===== config.mk =====
export PLATFORM = sky130hd
export DESIGN_NAME = opt_gen
export DESIGN_NICKNAME = d
export VERILOG_FILES = /design/src/rtl/replica_pkg.sv /design/src/rtl/xorshift64.sv /design/src/rtl/opt_gen.sv
export SDC_FILE = /design/constraint.sdc
export NUM_CORES = 1
export LEC_CHECK = 0
export CAP_MARGIN = 5
export CORE_MARGIN = 8
export CORE_UTILIZATION = 55
export CTS_CLUSTER_DIAMETER = 120
export DETAILED_ROUTE_END_ITERATION = 6
export PLACE_DENSITY_LB_ADDON = 0.15
export SLEW_MARGIN = 20
export SYNTH_ARGS = -nofsm -noshare
export SYNTH_HDL_FRONTEND = slang
export SYNTH_SLANG_ARGS = --single-unit
export TNS_END_PERCENT = 20

===== constraint.sdc =====
create_clock -name clk -period 5 [get_ports clk]
set_input_delay 0.75 -clock clk [delete_from_list [all_inputs] [get_ports clk]]
set_output_delay 0.75 -clock clk [all_outputs]
set_load 0.03 [all_outputs]

===== src/rtl/replica_pkg.sv =====
// Shared types for the replica move path: move command, city index and the opt_t
// record handed from opt_gen to metropolis, plus the xorshift64 step helpers.
package replica_pkg;

    localparam int          NCITY_DEF = 32;
    localparam int          CITY_W    = 16;
    localparam logic [63:0] SEED_DEF  = 64'h0123_4567_89AB_CDEF;

    typedef logic [CITY_W-1:0] city_idx_t;

    typedef enum logic [1:0] {
        THR = 2'd0,
        TWO = 2'd1,
        OR0 = 2'd2,
        OR1 = 2'd3
    } opt_command_t;

    typedef struct packed {
        opt_command_t command;
        city_idx_t    k;
        city_idx_t    l;
        logic [22:0]  r_metropolis;
        logic [22:0]  r_exchange;
    } opt_t;

    typedef enum logic [1:0] {
        ST_GEN   = 2'd0,
        ST_FILL  = 2'd1,
        ST_READY = 2'd2
    } gen_state_t;

    localparam opt_t OPT_ZERO = '{
        command:      THR,
        k:            16'd0,
        l:            16'd0,
        r_metropolis: 23'd0,
        r_exchange:   23'd0
    };

    function automatic logic [63:0] xorshift64_step(input logic [63:0] x);
        logic [63:0] y;
        y = x ^ (x << 13);
        y = y ^ (y >> 7);
        y = y ^ (y << 17);
        return y;
    endfunction

    // An all-zero state is a fixed point of xorshift, so it is replaced by 1.
    function automatic logic [63:0] nonzero_seed(input logic [63:0] s);
        logic [63:0] r;
        if (s == 64'd0) begin
            r = 64'd1;
        end else begin
            r = s;
        end
        return r;
    endfunction

endpackage


===== src/rtl/xorshift64.sv =====
// 64-bit xorshift PRNG state with seed load (priority over stepping) and zero-seed guard.
module xorshift64
    import replica_pkg::*;
#(
    parameter logic [63:0] INIT = 64'h1
) (
    input  logic        clk,
    input  logic        reset,
    input  logic        load_i,
    input  logic [63:0] seed_i,
    input  logic        step_i,
    output logic        msb_o,
    output logic [45:0] low_o
);

    logic [63:0] state_q;
    logic [63:0] state_d;

    // Next state: load wins over step, otherwise hold.
    always_comb begin
        state_d = state_q;
        if (load_i) begin
            state_d = nonzero_seed(seed_i);
        end else if (step_i) begin
            state_d = xorshift64_step(state_q);
        end else begin
            state_d = state_q;
        end
    end

    // State register with synchronous reset to the guarded initial seed.
    always_ff @(posedge clk) begin
        if (reset) begin
            state_q <= nonzero_seed(INIT);
        end else begin
            state_q <= state_d;
        end
    end

    assign msb_o = state_q[63];
    assign low_o = state_q[45:0];

endmodule


===== src/rtl/opt_gen.sv =====
// Per-replica move generator: rejection-samples K/L from xorshift64 and presents an opt_t
// behind a valid/ready handshake. Optional macro OPT_GEN_RETRY_LIMIT_EN bounds rejections.
module opt_gen
    import replica_pkg::*;
#(
    parameter int          id        = 0,
    parameter int          NCITY     = NCITY_DEF,
    parameter logic [63:0] SEED      = SEED_DEF,
    parameter int          RETRY_MAX = 8
) (
    input  logic        clk,
    input  logic        reset,
    input  logic        seed_load,
    input  logic [63:0] seed,
    input  logic        out_ready,
    output logic        out_valid,
    output opt_t        out_opt,
    output logic        busy
);

    localparam int CW = $clog2(NCITY);

    if (CW > CITY_W || CW < 1 || RETRY_MAX < 1) begin : g_bad_cfg
        $error("opt_gen: NCITY must give 1..16 index bits and RETRY_MAX must be positive");
    end

    gen_state_t   state_q, state_d;
    logic         rng_msb_s;
    logic [45:0]  rng_lo_s;
    logic [CW-1:0] k_s, l_s;
    logic         reject_s;
    logic         force_s;
    logic         accept_s;
    opt_command_t cmd_s;
    city_idx_t    k_q, k_d, l_q, l_d;
    opt_t         opt_q, opt_d;
    logic         valid_q, valid_d;
    logic         busy_q, busy_d;

    xorshift64 #(
        .INIT (SEED ^ 64'(unsigned'(id)))
    ) u_rng (
        .clk    (clk),
        .reset  (reset),
        .load_i (seed_load),
        .seed_i (seed),
        .step_i (state_q != ST_READY),
        .msb_o  (rng_msb_s),
        .low_o  (rng_lo_s)
    );

    assign k_s = rng_lo_s[CW-1:0];
    assign l_s = rng_lo_s[2*CW-1:CW];

    // Rejection test: both indices must be legal non-start cities and distinct.
    always_comb begin
        reject_s = 1'b0;
        if ((k_s == {CW{1'b0}}) || (l_s == {CW{1'b0}}) || (k_s == l_s) ||
            ({{(32-CW){1'b0}}, k_s} >= 32'(NCITY)) ||
            ({{(32-CW){1'b0}}, l_s} >= 32'(NCITY))) begin
            reject_s = 1'b1;
        end else begin
            reject_s = 1'b0;
        end
    end

`ifdef OPT_GEN_RETRY_LIMIT_EN
    localparam int RW = $clog2(RETRY_MAX + 1);
    logic [RW-1:0] rej_q, rej_d;
    logic          thr_q, thr_d;

    assign force_s = reject_s && (rej_q == RW'(RETRY_MAX - 1));

    // Consecutive-rejection counter and the forced-THR flag for the pending move.
    always_comb begin
        rej_d = rej_q;
        thr_d = thr_q;
        if (seed_load) begin
            rej_d = {RW{1'b0}};
            thr_d = 1'b0;
        end else if (state_q == ST_GEN) begin
            if (reject_s && !force_s) begin
                rej_d = rej_q + RW'(1);
            end else begin
                rej_d = {RW{1'b0}};
                thr_d = force_s;
            end
        end else begin
            rej_d = rej_q;
        end
    end

    // Retry counter registers.
    always_ff @(posedge clk) begin
        if (reset) begin
            rej_q <= {RW{1'b0}};
            thr_q <= 1'b0;
        end else begin
            rej_q <= rej_d;
            thr_q <= thr_d;
        end
    end

    assign cmd_s = thr_q ? THR : (rng_msb_s ? TWO : OR0);
`else
    assign force_s = 1'b0;
    assign cmd_s   = rng_msb_s ? TWO : OR0;
`endif

    assign accept_s = !reject_s || force_s;

    // FSM state register.
    always_ff @(posedge clk) begin
        if (reset) begin
            state_q <= ST_GEN;
        end else begin
            state_q <= state_d;
        end
    end

    // FSM next state; a seed load restarts generation from any state.
    always_comb begin
        state_d = state_q;
        if (seed_load) begin
            state_d = ST_GEN;
        end else begin
            case (state_q)
                ST_GEN:   state_d = accept_s ? ST_FILL : ST_GEN;
                ST_FILL:  state_d = ST_READY;
                ST_READY: state_d = (valid_q && out_ready) ? ST_GEN : ST_READY;
                default:  state_d = ST_GEN;
            endcase
        end
    end

    // K/L capture on accept; a forced THR move carries K=L=0.
    always_comb begin
        k_d = k_q;
        l_d = l_q;
        if (!seed_load && (state_q == ST_GEN) && accept_s) begin
            k_d = reject_s ? CITY_W'(0) : city_idx_t'(k_s);
            l_d = reject_s ? CITY_W'(0) : city_idx_t'(l_s);
        end else begin
            k_d = k_q;
        end
    end

    // FSM outputs: the move record is only rebuilt on FILL->READY.
    always_comb begin
        opt_d   = opt_q;
        valid_d = (state_d == ST_READY);
        busy_d  = (state_d == ST_GEN) || (state_d == ST_FILL);
        if (!seed_load && (state_q == ST_FILL)) begin
            opt_d.command      = cmd_s;
            opt_d.k            = k_q;
            opt_d.l            = l_q;
            opt_d.r_metropolis = rng_lo_s[22:0];
            opt_d.r_exchange   = rng_lo_s[45:23];
        end else begin
            opt_d = opt_q;
        end
    end

    // Output and K/L registers.
    always_ff @(posedge clk) begin
        if (reset) begin
            opt_q   <= OPT_ZERO;
            valid_q <= 1'b0;
            busy_q  <= 1'b0;
            k_q     <= 16'd0;
            l_q     <= 16'd0;
        end else begin
            opt_q   <= opt_d;
            valid_q <= valid_d;
            busy_q  <= busy_d;
            k_q     <= k_d;
            l_q     <= l_d;
        end
    end

    assign out_valid = valid_q;
    assign out_opt   = opt_q;
    assign busy      = busy_q;

endmodule

Yosys cells after proc, flatten, opt, wreduce, memory -nomap -nowiden
Cells that the tools add are included.

Multiplexer cells: 11. Bitwise gates (word level): 3. Reduce and logical (&&, ||, !) cells: 15. Equal/unequal tests: 6.

Operator list (count): 64-bit 2-to-1 mux (3); 64-bit XOR (2); 64-bit logical NOT (1); 64-bit by 57-bit XOR with 64-bit output (1); 5-bit logical NOT (2); 5-bit 2-to-1 mux (2); 2-bit 2-to-1 mux (3); 2-bit one-hot mux with 3 select lines (1); 5-bit equality test (1); 2-bit by 1-bit equality test with 1-bit output, second input constant (2); 2-bit equality test, second input constant (2); 1-bit logical AND (4); 2-bit logical NOT (2); 1-bit logical OR (3); 1-bit logical NOT (2); 1-bit 2-to-1 mux (2); 2-bit inequality test, second input constant (1); 2-bit nonzero test (1).

Flip-flop bits (word level): 180. Input port bits: 68. Logic and storage cells: 46. Output and inout bits: 82.

Depth between registers and ports, before layout
Depth after elaboration: 9. Depth in mapped cells: 7. Mapped depth without buffers: 5.

Hierarchy
Synthesis repeated with hierarchy kept, for this count alone.

Cells, all modules: 956. Area total of the unflattened synthesis: 8231.6 um^2.

By module, submodules not included: xorshift64 (times used 1, area each 5425.2 um^2, sequential area each 1281.2 um^2, cells an instance 610); opt_gen (times used 1, area each 2806.4 um^2, sequential area each 1441.4 um^2, cells an instance 346).

Worst setup path after synthesis
OpenSTA, ideal clock, no wires.

Path type: input port to flip-flop. From: in seed_load. To: reg u_rng.state_q[10]. Setup time: 0.128 ns. Stages on the path: 6. Path slack: 2.949 ns. Data required time: 4.872 ns. Buffers on the path: 3. Arrival: 1.923 ns. Path through: clkbuf_1 > inv_1 > clkbuf_1 > clkbuf_1 > mux2i_1 > nand2_1.

Word-level cells in the longest chain between the ends: 1. Elaborated cells between the ends (all ways): 2. Classes of those cells: mux: 1; reduce/logical: 1.

RTL lines: from (decl) (RTL line opt_gen.sv:13) `input logic seed_load,`; 64-bit 2-to-1 mux / 2-bit nonzero test (equally long branches); to (signal assigned) (RTL line xorshift64.sv:34) `state_q <= nonzero_seed(INIT);`; to (signal assigned) (RTL line xorshift64.sv:36) `state_q <= state_d;`; to (decl) (RTL line xorshift64.sv:16) `logic [63:0] state_q;`.

Several ways; a longest one is shown, not always the timed one. A chain may end at the register's enable or synchronous reset.

Final worst setup path
From: in seed_load. To: reg opt_q (netlist bit out_opt[15]).

Word-level cells in the longest chain between the ends: 2.

RTL lines: 1-bit logical NOT (RTL line opt_gen.sv:153) `if (!seed_load && (state_q == ST_FILL)) begin`; 1-bit logical AND (RTL line opt_gen.sv:153); to (signal assigned) (RTL line opt_gen.sv:173) `opt_q <= opt_d;`; to (decl) (RTL line opt_gen.sv:36) `opt_t opt_q, opt_d;`.

No other way between the ends.

==> impl_metrics.csv <==
group,metric,value,unit
status,status,"completed",
synth,netlist.area_leader.share,34.6,%
timing,post-route-period-util,55.9,%
pwr,leakagePower,3.59,nW
floorplan,die-area,18400,um2
hold_path,hp-start,"out_opt[39]",
timing,worst_slew_pin_slew,1.01,ns
synth,synth_cells,943,
clock_tree,htreeDepth,4,
drt,drc_errors,0,
place,numPortBuffers,127,
timing,hold_violations,0,
drt,wl,22500,um
clock_tree,cts_tree,"done",
clock_tree,root_buffer,"clkbuf_16",
cells_and_area,drive_above_1_share,4.67,%
clock_tree,ctsHoldBuffers,0,
floorplan,rows,43,
synth,synth_area_leaders,"dfxtp_1 35%, xnor2_1 12%, xnor3_1 7.2%",
grt,grt-ovfl-total,0,
critical_path,crit_family,"simple AND/OR/NAND/NOR gates",
flow_run,max_cap_viol_count,0,
timing,period_minus_slack,2.80,ns
synth,post_synth_num_cell_types,40,
floorplan,core_region_area,13900,um2
synth,seq_area_frac_synth,34.6,%
critical_path,critPathMaxFanout,57,
critical_path,endpoint_kind,"flip-flop",
critical_path,r2r-end,"u_rng.state_q[37]",
grt,grt_max_degree,95,
synth,ys_ff_latch,136,
clock_tree,clk_latency,0.43,ns
critical_path,r2r_slack,2.77,ns
cells_and_area,fin_area,9500,um2
timing,slew_headroom,33.0,%
place,dpl.hpwl,15900,um
grt,grt_pass1_vias,6401,
critical_path,arrival,3.14,ns
timing,fin_setup_tns,0,ns
floorplan,die_h,136,um
pwr,power,6.34,mW
place,place_congestion,0.916,
pwr,ir_drop,0.348,mV
clock_tree,cts_sinks,136,
synth,syn_area,7870,um2
grt,grt_pass1_wl,35000,um
drt,antenna_left,0,
critical_path,crit_buf_inv,1,
critical_path,crit_slowest_cell,"and2_2",
synth,syn_area_per_cell,8.35,um2
hold_path,worstHoldPathType,"flip-flop to flip-flop",
synth,synth_ff_type,"dfxtp_1",
floorplan,ioPinCount,150,
drt,first_iter_violations,594,
hold_path,whs_endpoint,"out_opt[39]",
critical_path,cp_data_required_time,5.34,ns
floorplan,initial_core_util,56.5,%
drt,routedWlPerCell,19.0,um
timing,holdWs,0.452,ns
grt,grt_use_total,24.4,%
cells_and_area,fin_nets,1061,
drt,vias_per_cell,5.69,
timing,rsz0062_at_grt,"false",
cells_and_area,syn2layout_area_growth,20.7,%
clock_tree,cts_setup_buffers,0,
critical_path,cp_slowest_stage_delay,0.87,ns
hold_path,hold_path_depth,2,
clock_tree,numCtsBuffers,17,
pwr,p_per_area,668,nW/um2
synth,yosysWarnings,0,
critical_path,crit_chain,"clkdlybuf4s50_1 > nor2_1 > and2_2 > nand2_1 > a21oi_1",
timing,fin_skew,0.00695,ns
timing,finalSetupViolations,0,
clock_tree,cts.path.max_buffers,2,
drt,vias,6749,
clock_tree,clk_pin_slew,0.06,ns
synth,synth_edf_count,0,
synth,synth-async-reset-ratio,0,%
timing,slew_viol_final,0,
floorplan,die_x,136,um
timing,clock.fmax,358,MHz
critical_path,crit_type,"primary input to flip-flop",
critical_path,crit_path_start_kind,"primary input",
place,post_dp_cell_area,8890,um2
clock_tree,ctsResizeCount,0,
drt,firstDrtPassIters,5,
grt,antenna_found_initial,0,
cells_and_area,diodes,0,
critical_path,reg2reg_from,"u_rng.state_q[27]",
synth,yosys.area.top_type,"dfxtp_1",
critical_path,r2r_cells,5,
per-layer routing:
layer | GRT usage [%] | wire (um)
met1 | 31.9 | 9480
met2 | 38.8 | 10600
met3 | 4.67 | 1840
met4 | 10.1 | 635
met5 | 0 | 0
stage by stage:
stage | utilization, % | std cells | setup slack (ns)
2_1_floorplan | - | 964 | 2.95
3_3_place_gp | 63.8 | 1154 | 1.89
3_5_place_dp | 63.8 | 1154 | 1.89
4_1_cts | 68.1 | 1186 | 2.32
5_1_grt | 68.2 | 1186 | 2.01
6_report | 68.2 | 1186 | 2.20
worst min-delay path: stages, from the launching register on:
cell and delay, ns:
dfxtp_1 0.31, nand2_1 0.05, a21oi_1 0.05
cell usage after synthesis, types with 2 or more instances:
cell type    n
xnor2_1    109
o21ai_1     14
a2111oi_0    6
nor4_1      18
xor2_2       2
clkbuf_1    51
o311a_1      2
xor2_1      50
nor3_1      18
buf_4       27
buf_1        8
a311oi_1    23
nand3_1     13
inv_1        4
o21a_1       2
dfxtp_1    136
xnor3_1     25
and3_1       7
buf_2       36
o21ai_0     41
mux2i_1      6
nor2_1      67
xnor2_2      4
a211o_1      3
nand2_1    142
a21oi_1     82
or3_1       21
nand4_1      4
a211oi_1    11
how the worst max path moves through the flow:
| stage | start | endpoint | slack (ns) | cells after the start |
|---|---|---|---|---|
| after floorplan | seed_load | u_rng.state_q[10] | 2.95 | 6 |
| after global placement | seed_load | k_q[4] | 1.89 | 6 |
| after detailed placement | seed_load | k_q[4] | 1.89 | 6 |
| after CTS | seed_load | k_q[4] | 2.32 | 6 |
| after global routing | seed_load | out_opt[9] | 2.01 | 5 |
| final | seed_load | out_opt[15] | 2.20 | 5 |
sequential cells by signal (all words and copies together) (netlist names):
| register | cells |
|---|---|
| out_valid | 1 |
| l_q | 5 |
| out_opt | 58 |
| busy | 1 |
| state_q | 2 |
| u_rng.state_q | 64 |
| k_q | 5 |
cells in the final DEF (no fill, tap or decap), drive strengths merged, types with 2 or more instances in the layout:
master and instances:
xnor2 113, nor2 67, a311oi 23, conb 22, or3 21, mux2i 6
buf 6, o311a 2, o21ai 55, nand2 142, a211oi 11, clkinvlp 3
nand3 13, inv 8, a21oi 82, xnor3 25, a2111oi 6, clkinv 3
nand4 4, nor3 18, nor4 18, bufinv 2, clkdlybuf4s50 126, clkbuf 20
dfxtp 136, o21a 2, and3 7, a211o 3, xor2 52
area by class of cell:
cell class | count | area (um2)
multi-input cells | 702 | 4620
fillers | 1177 | 4440
flip-flops and latches | 136 | 2720
repair buffers | 132 | 1320
clock buffers | 20 | 457
well taps | 180 | 225
clock inverters | 12 | 140
inverters | 4 | 15.0
report_power, final:
part           switching, mW  internal [mW]
clock                  0.504          0.767
sequential             0.477           1.31
combinational           1.47           1.81
kinds of logic after synthesis:
kind of cell / share of synthesized area (%)
multiplexers: 0.763
AO/OA/AOI/OAI: 14.2
buffers and inverters: 7.87
XOR/XNOR: 26.1
AND/OR/NAND/NOR: 16.5
other: 0.0476
flip-flops: 34.6
(Power assumes the default switching activity.)
